===== src/rtl/messbauer_seq_pkg.sv =====
// Shared types and default widths for the Mossbauer channel sequencer.
// Holds the sequencer state enum, default parameter widths and the sweep
// counter width.
package messbauer_seq_pkg;

  localparam int unsigned CH_W_DEF    = 12;
  localparam int unsigned DWELL_W_DEF = 16;
  localparam int unsigned DEAD_W_DEF  = 8;
  localparam int unsigned SWEEP_W     = 16;

  typedef enum logic {
    IDLE = 1'b0,
    RUN  = 1'b1
  } state_t;

endpackage


===== src/rtl/det_edge_sync.sv =====
// Detector input conditioning: 2-FF synchronizer followed by a rising-edge
// detector.
// Ports:
//   clk      - clock
//   rst      - synchronous active-low reset
//   async_in - asynchronous detector level
//   rise     - combinational one-cycle flag, synchronized rising edge seen
module det_edge_sync (
  input  logic clk,
  input  logic rst,
  input  logic async_in,
  output logic rise
);

  logic meta_q;
  logic sync_q;
  logic prev_q;

  // Synchronizer chain plus one delayed copy for edge detection.
  always_ff @(posedge clk) begin
    if (!rst) begin
      meta_q <= 1'b0;
      sync_q <= 1'b0;
      prev_q <= 1'b0;
    end else begin
      meta_q <= async_in;
      sync_q <= meta_q;
      prev_q <= sync_q;
    end
  end

  assign rise = sync_q & ~prev_q;

endmodule


===== src/rtl/messbauer_channel_sequencer.sv =====
// Velocity-channel sequencer feeding the Mossbauer accumulator: generates
// start/chanel sweep timing from a programmable channel count and dwell, and
// turns the asynchronous detector input into count pulses that never land on
// a channel boundary.
// Ports:
//   clk, rst (sync, active-low)
//   enable               - run request (level)
//   n_channels, dwell    - sweep shape, shadowed on IDLE->RUN
//   dead_time            - detector dead time in clocks
//   det_in               - asynchronous detector pulse
//   start, chanel, count - one-cycle pulses
//   channel, running, sweeps - status
// Build option: define MESSBAUER_SEQ_DEADTIME_EN to enable detector dead time;
// otherwise dead_time is ignored and no dead-time counter is built.
module messbauer_channel_sequencer
  import messbauer_seq_pkg::*;
#(
  parameter int unsigned CH_W    = CH_W_DEF,
  parameter int unsigned DWELL_W = DWELL_W_DEF,
  parameter int unsigned DEAD_W  = DEAD_W_DEF
) (
  input  logic               clk,
  input  logic               rst,
  input  logic               enable,
  input  logic [CH_W-1:0]    n_channels,
  input  logic [DWELL_W-1:0] dwell,
  input  logic [DEAD_W-1:0]  dead_time,
  input  logic               det_in,
  output logic               start,
  output logic               chanel,
  output logic               count,
  output logic [CH_W-1:0]    channel,
  output logic               running,
  output logic [SWEEP_W-1:0] sweeps
);

  state_t               state_q, state_d;
  logic                 first_q, first_d;
  logic [CH_W-1:0]      sh_n_q, sh_n_d;
  logic [DWELL_W-1:0]   sh_dwell_q, sh_dwell_d;
  logic [DWELL_W-1:0]   dcnt_q, dcnt_d;
  logic [DWELL_W-1:0]   reload;
  logic [CH_W-1:0]      last_ch;
  logic [CH_W-1:0]      channel_d;
  logic [SWEEP_W-1:0]   sweeps_d;
  logic                 start_d, chanel_d, running_d;
  logic                 rise, acc;
  logic                 pending_q, pending_d;
  logic                 count_d;

  // Dwell 0 behaves as 1; n_channels 0 wraps to all-ones, i.e. 2^CH_W channels.
  assign reload  = (sh_dwell_q == '0) ? '0 : sh_dwell_q - DWELL_W'(1);
  assign last_ch = sh_n_q - CH_W'(1);

  det_edge_sync u_sync (
    .clk      (clk),
    .rst      (rst),
    .async_in (det_in),
    .rise     (rise)
  );

  // Sequencer next state; first_q marks the opening cycle of a run.
  always_comb begin
    state_d    = state_q;
    first_d    = first_q;
    sh_n_d     = sh_n_q;
    sh_dwell_d = sh_dwell_q;
    dcnt_d     = dcnt_q;
    channel_d  = channel;
    sweeps_d   = sweeps;
    start_d    = 1'b0;
    chanel_d   = 1'b0;
    running_d  = 1'b0;
    case (state_q)
      IDLE: begin
        if (enable) begin
          state_d    = RUN;
          first_d    = 1'b1;
          sh_n_d     = n_channels;
          sh_dwell_d = dwell;
        end
      end
      RUN: begin
        if (!enable) begin
          state_d = IDLE;
          first_d = 1'b0;
        end else begin
          running_d = 1'b1;
          if (first_q) begin
            first_d   = 1'b0;
            start_d   = 1'b1;
            channel_d = '0;
            dcnt_d    = reload;
          end else if (dcnt_q == '0) begin
            dcnt_d = reload;
            if (channel == last_ch) begin
              start_d   = 1'b1;
              channel_d = '0;
              sweeps_d  = sweeps + SWEEP_W'(1);
            end else begin
              chanel_d  = 1'b1;
              channel_d = channel + CH_W'(1);
            end
          end else begin
            dcnt_d = dcnt_q - DWELL_W'(1);
          end
        end
      end
      default: state_d = IDLE;
    endcase
  end

`ifdef MESSBAUER_SEQ_DEADTIME_EN
  logic [DEAD_W-1:0] dead_q, dead_d;

  // Dead time is armed on acceptance, not on emission of count.
  always_comb begin
    acc    = rise & (dead_q == '0);
    dead_d = dead_q;
    if (acc) begin
      dead_d = dead_time;
    end else if (dead_q != '0) begin
      dead_d = dead_q - DEAD_W'(1);
    end
  end

  always_ff @(posedge clk) begin
    if (!rst) begin
      dead_q <= '0;
    end else begin
      dead_q <= dead_d;
    end
  end
`else
  logic unused_dead_time;

  assign acc              = rise;
  assign unused_dead_time = ^dead_time;
`endif

  // Edges landing on a boundary slip one cycle; spacing of synchronized
  // edges (>= 2 cycles) guarantees the pending flag is free again.
  always_comb begin
    count_d   = (acc & ~(start_d | chanel_d)) | pending_q;
    pending_d = acc & (start_d | chanel_d);
  end

  // State and output registers.
  always_ff @(posedge clk) begin
    if (!rst) begin
      state_q    <= IDLE;
      first_q    <= 1'b0;
      sh_n_q     <= '0;
      sh_dwell_q <= '0;
      dcnt_q     <= '0;
      channel    <= '0;
      sweeps     <= '0;
      start      <= 1'b0;
      chanel     <= 1'b0;
      running    <= 1'b0;
      pending_q  <= 1'b0;
      count      <= 1'b0;
    end else begin
      state_q    <= state_d;
      first_q    <= first_d;
      sh_n_q     <= sh_n_d;
      sh_dwell_q <= sh_dwell_d;
      dcnt_q     <= dcnt_d;
      channel    <= channel_d;
      sweeps     <= sweeps_d;
      start      <= start_d;
      chanel     <= chanel_d;
      running    <= running_d;
      pending_q  <= pending_d;
      count      <= count_d;
    end
  end

endmodule


===== config.mk =====
export PLATFORM = sky130hd
export DESIGN_NAME = messbauer_channel_sequencer
export DESIGN_NICKNAME = d
export VERILOG_FILES = /design/src/rtl/messbauer_seq_pkg.sv /design/src/rtl/det_edge_sync.sv /design/src/rtl/messbauer_channel_sequencer.sv
export SDC_FILE = /design/constraint.sdc
export NUM_CORES = 1
export LEC_CHECK = 0
export ABC_CLOCK_PERIOD_IN_PS = 2350
export BUFFER_PORTS_ARGS = -buffer_cell sky130_fd_sc_hd__buf_2
export CORE_MARGIN = 8
export CORE_UTILIZATION = 33
export DETAILED_ROUTE_END_ITERATION = 6
export SLEW_MARGIN = 0
export SYNTH_ARGS = -nofsm -noshare
export SYNTH_HDL_FRONTEND = slang
export SYNTH_HIERARCHICAL = 1
export SYNTH_SLANG_ARGS = --single-unit

===== constraint.sdc =====
create_clock -name clk -period 2.35 [get_ports clk]
set_clock_uncertainty 0.05 [all_clocks]
set_input_delay 0 -clock clk [delete_from_list [all_inputs] [get_ports clk]]
set_output_delay 0 -clock clk [all_outputs]
set_load 0.02 [all_outputs]

### Word-level counts from Yosys, hierarchy flattened

Index checks and enable logic that the tools add are counted.

* output and inout port bits: 32
* bits of input ports: 40
* word-level logic and storage cells: 58
* bits in registers: 82

* mux-type cells: 19
* eq/ne operators: 2
* add/subtract/negate cells: 5
* reduce and logical (&&, ||, !) cells: 8
* bitwise operators: 9

Operator list (count)
* $mux 16: 3
* $mux 12: 3
* $logic_not 16->1: 2
* $sub 16x1->16 const B: 2
* $add 16x1->16 const B: 1
* $add 12x1->12 const B: 1
* $eq 12x12->1: 1
* $mux 1: 12
* $sub 12x1->12 const B: 1
* $reduce_and 2->1: 3
* $reduce_and 5->1: 1
* $not 1->1: 4
* $and 1x1->1: 3
* $reduce_and 3->1: 1
* $ne 2x2->1 const B: 1
* $or 1x1->1: 2
* $pmux 1 s2: 1
* $reduce_bool 2->1: 1

### Depth between registers and ports, before layout

* word-level depth: 11
* mapped depth: 10
* depth with buffers taken out: 9

### By module

The synthesis kept the hierarchy.

By module, submodules not included
* messbauer_channel_sequencer: area an instance 4630.7 um2, sequential area each 1581.5 um2, cells an instance 558, times used 1
* det_edge_sync: area an instance 92.6 um2, sequential area each 60.1 um2, cells an instance 7, times used 1

### Worst setup path after synthesis

OpenSTA, ideal clock, no wires.

* path kind: reg2reg
* start: register sh_n_q[0]
* end: register sweeps[15]
* path buffers: 1
* setup time: 0.072 ns
* setup slack: -0.083 ns
* period minus slack after synthesis: 2.433 ns
* required time: 2.228 ns
* stages on the path, launching flop included: 10
* data arrival time: 2.311 ns
* cells stage by stage: dfxtp_1 -> inv_1 -> ha_1 -> or3b_1 -> or3_1 -> xnor2_1 -> nand3b_2 -> buf_6 -> nor4_2 -> mux2i_1

* word-level cells in the longest chain between the ends: 3

RTL lines
* from (decl): line messbauer_channel_sequencer.sv:39 `logic [CH_W-1:0] sh_n_q, sh_n_d;`
* from (signal assigned): line messbauer_channel_sequencer.sv:166 `sh_n_q <= sh_n_d;`
* $sub 12x1->12: line messbauer_channel_sequencer.sv:53 `assign last_ch = sh_n_q - CH_W'(1);`
* $eq 12x12->1: line messbauer_channel_sequencer.sv:96 `if (channel == last_ch) begin`
* $reduce_and 5->1 (no line)
* to (signal assigned): line messbauer_channel_sequencer.sv:170 `sweeps <= sweeps_d;`
* to (decl): line messbauer_channel_sequencer.sv:34 `output logic [SWEEP_W-1:0] sweeps`

No other way between the ends.
A chain may end at the register's enable or synchronous reset.

### Worst setup path in the final report

* start: register sh_n_q[1]
* end: register sweeps[8]

The elaborated chain is that of the path after synthesis.

==> metrics.log <==
INFO  metric run_status = finished, violations left
INFO  metric failed_checks = setup timing
INFO  metric dieWidth = about 140 um
INFO  metric avgViaCountPerCell = around 5.1
INFO  metric port_buffers = 63
INFO  metric synth.distinct_cells = 70
INFO  metric swShare = 0.319
INFO  metric clkPwrFrac = 0.313
INFO  metric holdCritStartpoint = rst
INFO  metric critical_path_arrival = roughly 2.7 ns
INFO  metric worst_ir_drop_vdd = between 0.5 and 0.6 mV
INFO  metric detail-route-antenna-nets = 0
INFO  metric syn_to_final_growth = 38.9%
INFO  metric nFillCells = ~1,300
INFO  metric power_density = ~640 nW/um^2
INFO  metric postSynthRegisterBits = 82
INFO  metric htree_num_levels = 3
INFO  metric coreArea = about 14,000 um^2
INFO  metric synth_enable_flop_cells = 0
INFO  metric clk-insertion-delay-late = around 0.34 ns
INFO  metric multi_input_logic_area = 3210 um^2
INFO  metric worst_pin_slew = approximately 0.62 ns
INFO  metric min_delay_path_depth = 2
INFO  metric critPathMaxFanout = 5
INFO  metric drtPass1Iterations = 6
INFO  metric share_of_power_burned_in_combinational_logic = 0.325
INFO  metric placementRows = 43
INFO  metric number_of_global_route_vias_before_repair = approximately 4,500
INFO  metric cts_tree = built
INFO  metric yosys_warnings = 6
INFO  metric slew_violations = 0
INFO  metric drcViolationCount = 0
INFO  metric hold_path_end = sh_n_q[0]
INFO  metric area_post_placement = 5630 um^2
INFO  metric reg2reg_slack = -0.14 ns
INFO  metric finalWorstSetupSlack = -0.138 ns
INFO  metric syn-cell-area = ~4700 um^2
INFO  metric drive_gt1_frac = 0.290
INFO  metric drt_first_iter_violations = approximately 200
INFO  metric die_area = roughly 18,000 um^2
INFO  metric timing_worst_setup_path_type = flip-flop to flip-flop
INFO  metric synth.top_cells.by_count = nand2_1 (100), dfxtp_1 (82), a21boi_0 (33), nor2_1 (33), nand3_1 (23)
INFO  metric r2r-end = sweeps[8]
INFO  metric number_of_antenna_violations_at_the_first_check_in_global_routing = 0
INFO  metric yosysMostFrequentCell = nand2_1
INFO  metric post-place-ws = -0.121 ns
INFO  metric power.static_leakage = ~2.8 nW
INFO  metric finish.instance_area = roughly 6600 um^2
INFO  metric global_route.usage.met1 = 0.177
INFO  metric floorplan.die.height = around 140 um
INFO  metric post-synth-top-area-cell = dfxtp_1
INFO  metric whs = ~0.18 ns
INFO  metric fmax = ~400 MHz
INFO  metric n_antenna_cell = 0
INFO  metric finalNetCount = ~740
INFO  metric maxCapViolCount = 0
INFO  metric synth_ff_type = dfxtp_1
INFO  metric clock_tree_sinks = between 80 and 90
INFO  metric cts.reportedPaths.clkPinSlew = 0.06 ns
INFO  metric timing.final.setup_violations = 23
INFO  metric cellInternalPower = 0.00286 W
INFO  metric synth_largest_type_area_fraction = 0.348
INFO  metric routed_wire_length_per_instance = ~15 um
INFO  metric rsz_0062_raised_after_global_routing = yes
INFO  metric via_count = ~4,500
INFO  metric global_route.overflow_total = 0
INFO  metric grt_start_max_net_pins = 34
INFO  metric io_pins = 72
INFO  metric dp.cells = 822
INFO  metric grt.busiest_layer = met2
INFO  metric drt_wl_total = ~13,000 um
INFO  metric grt.met2_usage = 0.237
INFO  metric reg2reg_depth = 9
INFO  metric final-hold-violation-count = 0
INFO  metric holdCritPathClass = input pin to flip-flop
INFO  metric power.sequential.fraction = 0.362
INFO  metric met3_usage = 0.0300
INFO  metric syn-num-nets = between 600 and 700
INFO  metric layout_worst_path_cycle_share = 1.06
INFO  metric netlist_instances = approximately 570
INFO  metric tritoncts.num_buffers = 9
INFO  metric track_usage = 0.142
INFO  metric finalNonFillerCells = slightly below 900
INFO  metric critPathCaptureType = flip-flop
INFO  metric rr_startpoint = sh_n_q[1]
INFO  metric cp_data_required_time = approximately 2.6 ns
INFO  metric synth.yosys.seq_area_share = 0.348
INFO  metric area.sequential = roughly 1700 um^2
INFO  metric clock_tree.root_cell = clkbuf_16
INFO  metric grt_first_pass_wirelength = around 22,000 um
INFO  metric asyncSetResetFlopFracSynth = 0
INFO  metric ctsLongestPathBuffers = 2
INFO  metric synth_area_leaders = dfxtp_1 (35%), nand2_1 (7.9%), a21boi_0 (5.2%)
INFO  metric place.detailed.hpwl = between 9000 and 10,000 um
INFO  metric floorplan.initialDensity = 0.339
INFO  metric total_power = roughly 0.0042 W
INFO  metric syn_area_per_cell = 8.36 um^2
INFO  metric relative_slew_slack = 0.588
INFO  metric globalplace.congestion = 0.861
INFO  metric switching_power = ~0.0013 W
INFO  metric crit_path_start_kind = flip-flop
INFO  metric layout_min_cycle_time = ~2.5 ns
## power by group through the flow
stage / clock (W) / sequential [W] / combinational (W)
global route: 0.00140 / 0.00153 / 0.00150
global placement: 0 / 0.00154 / 0.00104
finish: 0.00131 / 0.00152 / 0.00137
detailed placement: 0 / 0.00154 / 0.00106
floorplan: 0 / 0.00153 / 0.000733
CTS: 0.00134 / 0.00151 / 0.00111
## worst max path at each step
stage	startpoint	to	depth (start not counted)
global placement	sh_n_q[1]	channel[9]	9
CTS	sh_n_q[0]	sweeps[8]	9
detailed placement	sh_n_q[1]	sweeps[8]	9
finish	sh_n_q[1]	sweeps[8]	9
global route	sh_n_q[1]	sweeps[8]	9
floorplan	sh_n_q[1]	sweeps[8]	9
## metal layers
layer	part of all wire	up-vias	routed length, um
met4	0.021	0	271
met1	0.46	2132	6020
li1	-	2261	-
met5	0	-	0
met2	0.48	92	6330
met3	0.041	20	545
## worst max-delay path, cell delays in order (launching register included)
cell and delay, ns:
dfxtp_4 0.35, inv_2 0.07, ha_4 0.14, or3b_4 0.38
or3_4 0.37, xnor2_4 0.15, nand3b_4 0.23, buf_12 0.17
nor4_4 0.28, mux2i_1 0.23
## flip-flops by register name (all words and copies together), names as in the netlist
| name | cells |
|---|---|
| u_sync/prev_q | 1 |
| sh_n_q | 12 |
| chanel | 1 |
| u_sync/sync_q | 1 |
| running | 1 |
| u_sync/meta_q | 1 |
| sh_dwell_q | 16 |
| start | 1 |
| channel | 12 |
| dcnt_q | 16 |
| count | 1 |
| state_q | 1 |
| first_q | 1 |
| pending_q | 1 |
| sweeps | 16 |
## final cells by class
cell class	count	area share
inverter	12	0.00687
multi-input combinational	437	0.489
clock inverter	2	0.00191
sequential	82	0.252
tap	180	0.0343
timing repair buffer	149	0.178
clock buffer	14	0.0387
## timing repair
action | CTS | global route
gates resized for setup | 7 | 46
setup endpoints to repair | 23 | 46
pin swaps | 12 | 17
cloned | 0 | 3
setup buffers | 0 | 7
hold endpoints to repair | 32 | 0
hold buffers | 30 | 0
## layout by cell type, fill, tap and decap left out, types with 9 or more instances in the layout
cell type / n
a21boi_0: 30
a21oi_1: 13
and2_1: 9
and3_1: 10
buf_2: 63
buf_4: 42
clkbuf_16: 12
dfxtp_1: 77
dlygate4sd3_1: 30
mux2i_1: 12
nand2_1: 99
nand2b_1: 17
nand3_1: 23
nand4_1: 9
nor2_1: 33
nor3_1: 11
nor4_4: 11
o21ai_0: 13
xnor2_1: 21
xor2_1: 14
## logic make-up after synthesis
family | share of synthesized area
buffers and inverters | 0.0450
adders and majority gates | 0.0159
xor gates and xnor gates | 0.0702
AOI/OAI and AO/OA | 0.177
and+or+nand+nor | 0.314
DFF | 0.348
muxes | 0.0310
## metrics by stage
step	utilization	setup TNS (ns)
4_1_cts	0.446	-1.24
2_1_floorplan	-	-0.0242
3_5_place_dp	0.404	-1.53
6_report	0.471	-1.62
5_1_grt	0.471	-4.39
3_3_place_gp	0.404	-0.172
(Power assumes the default switching activity.)
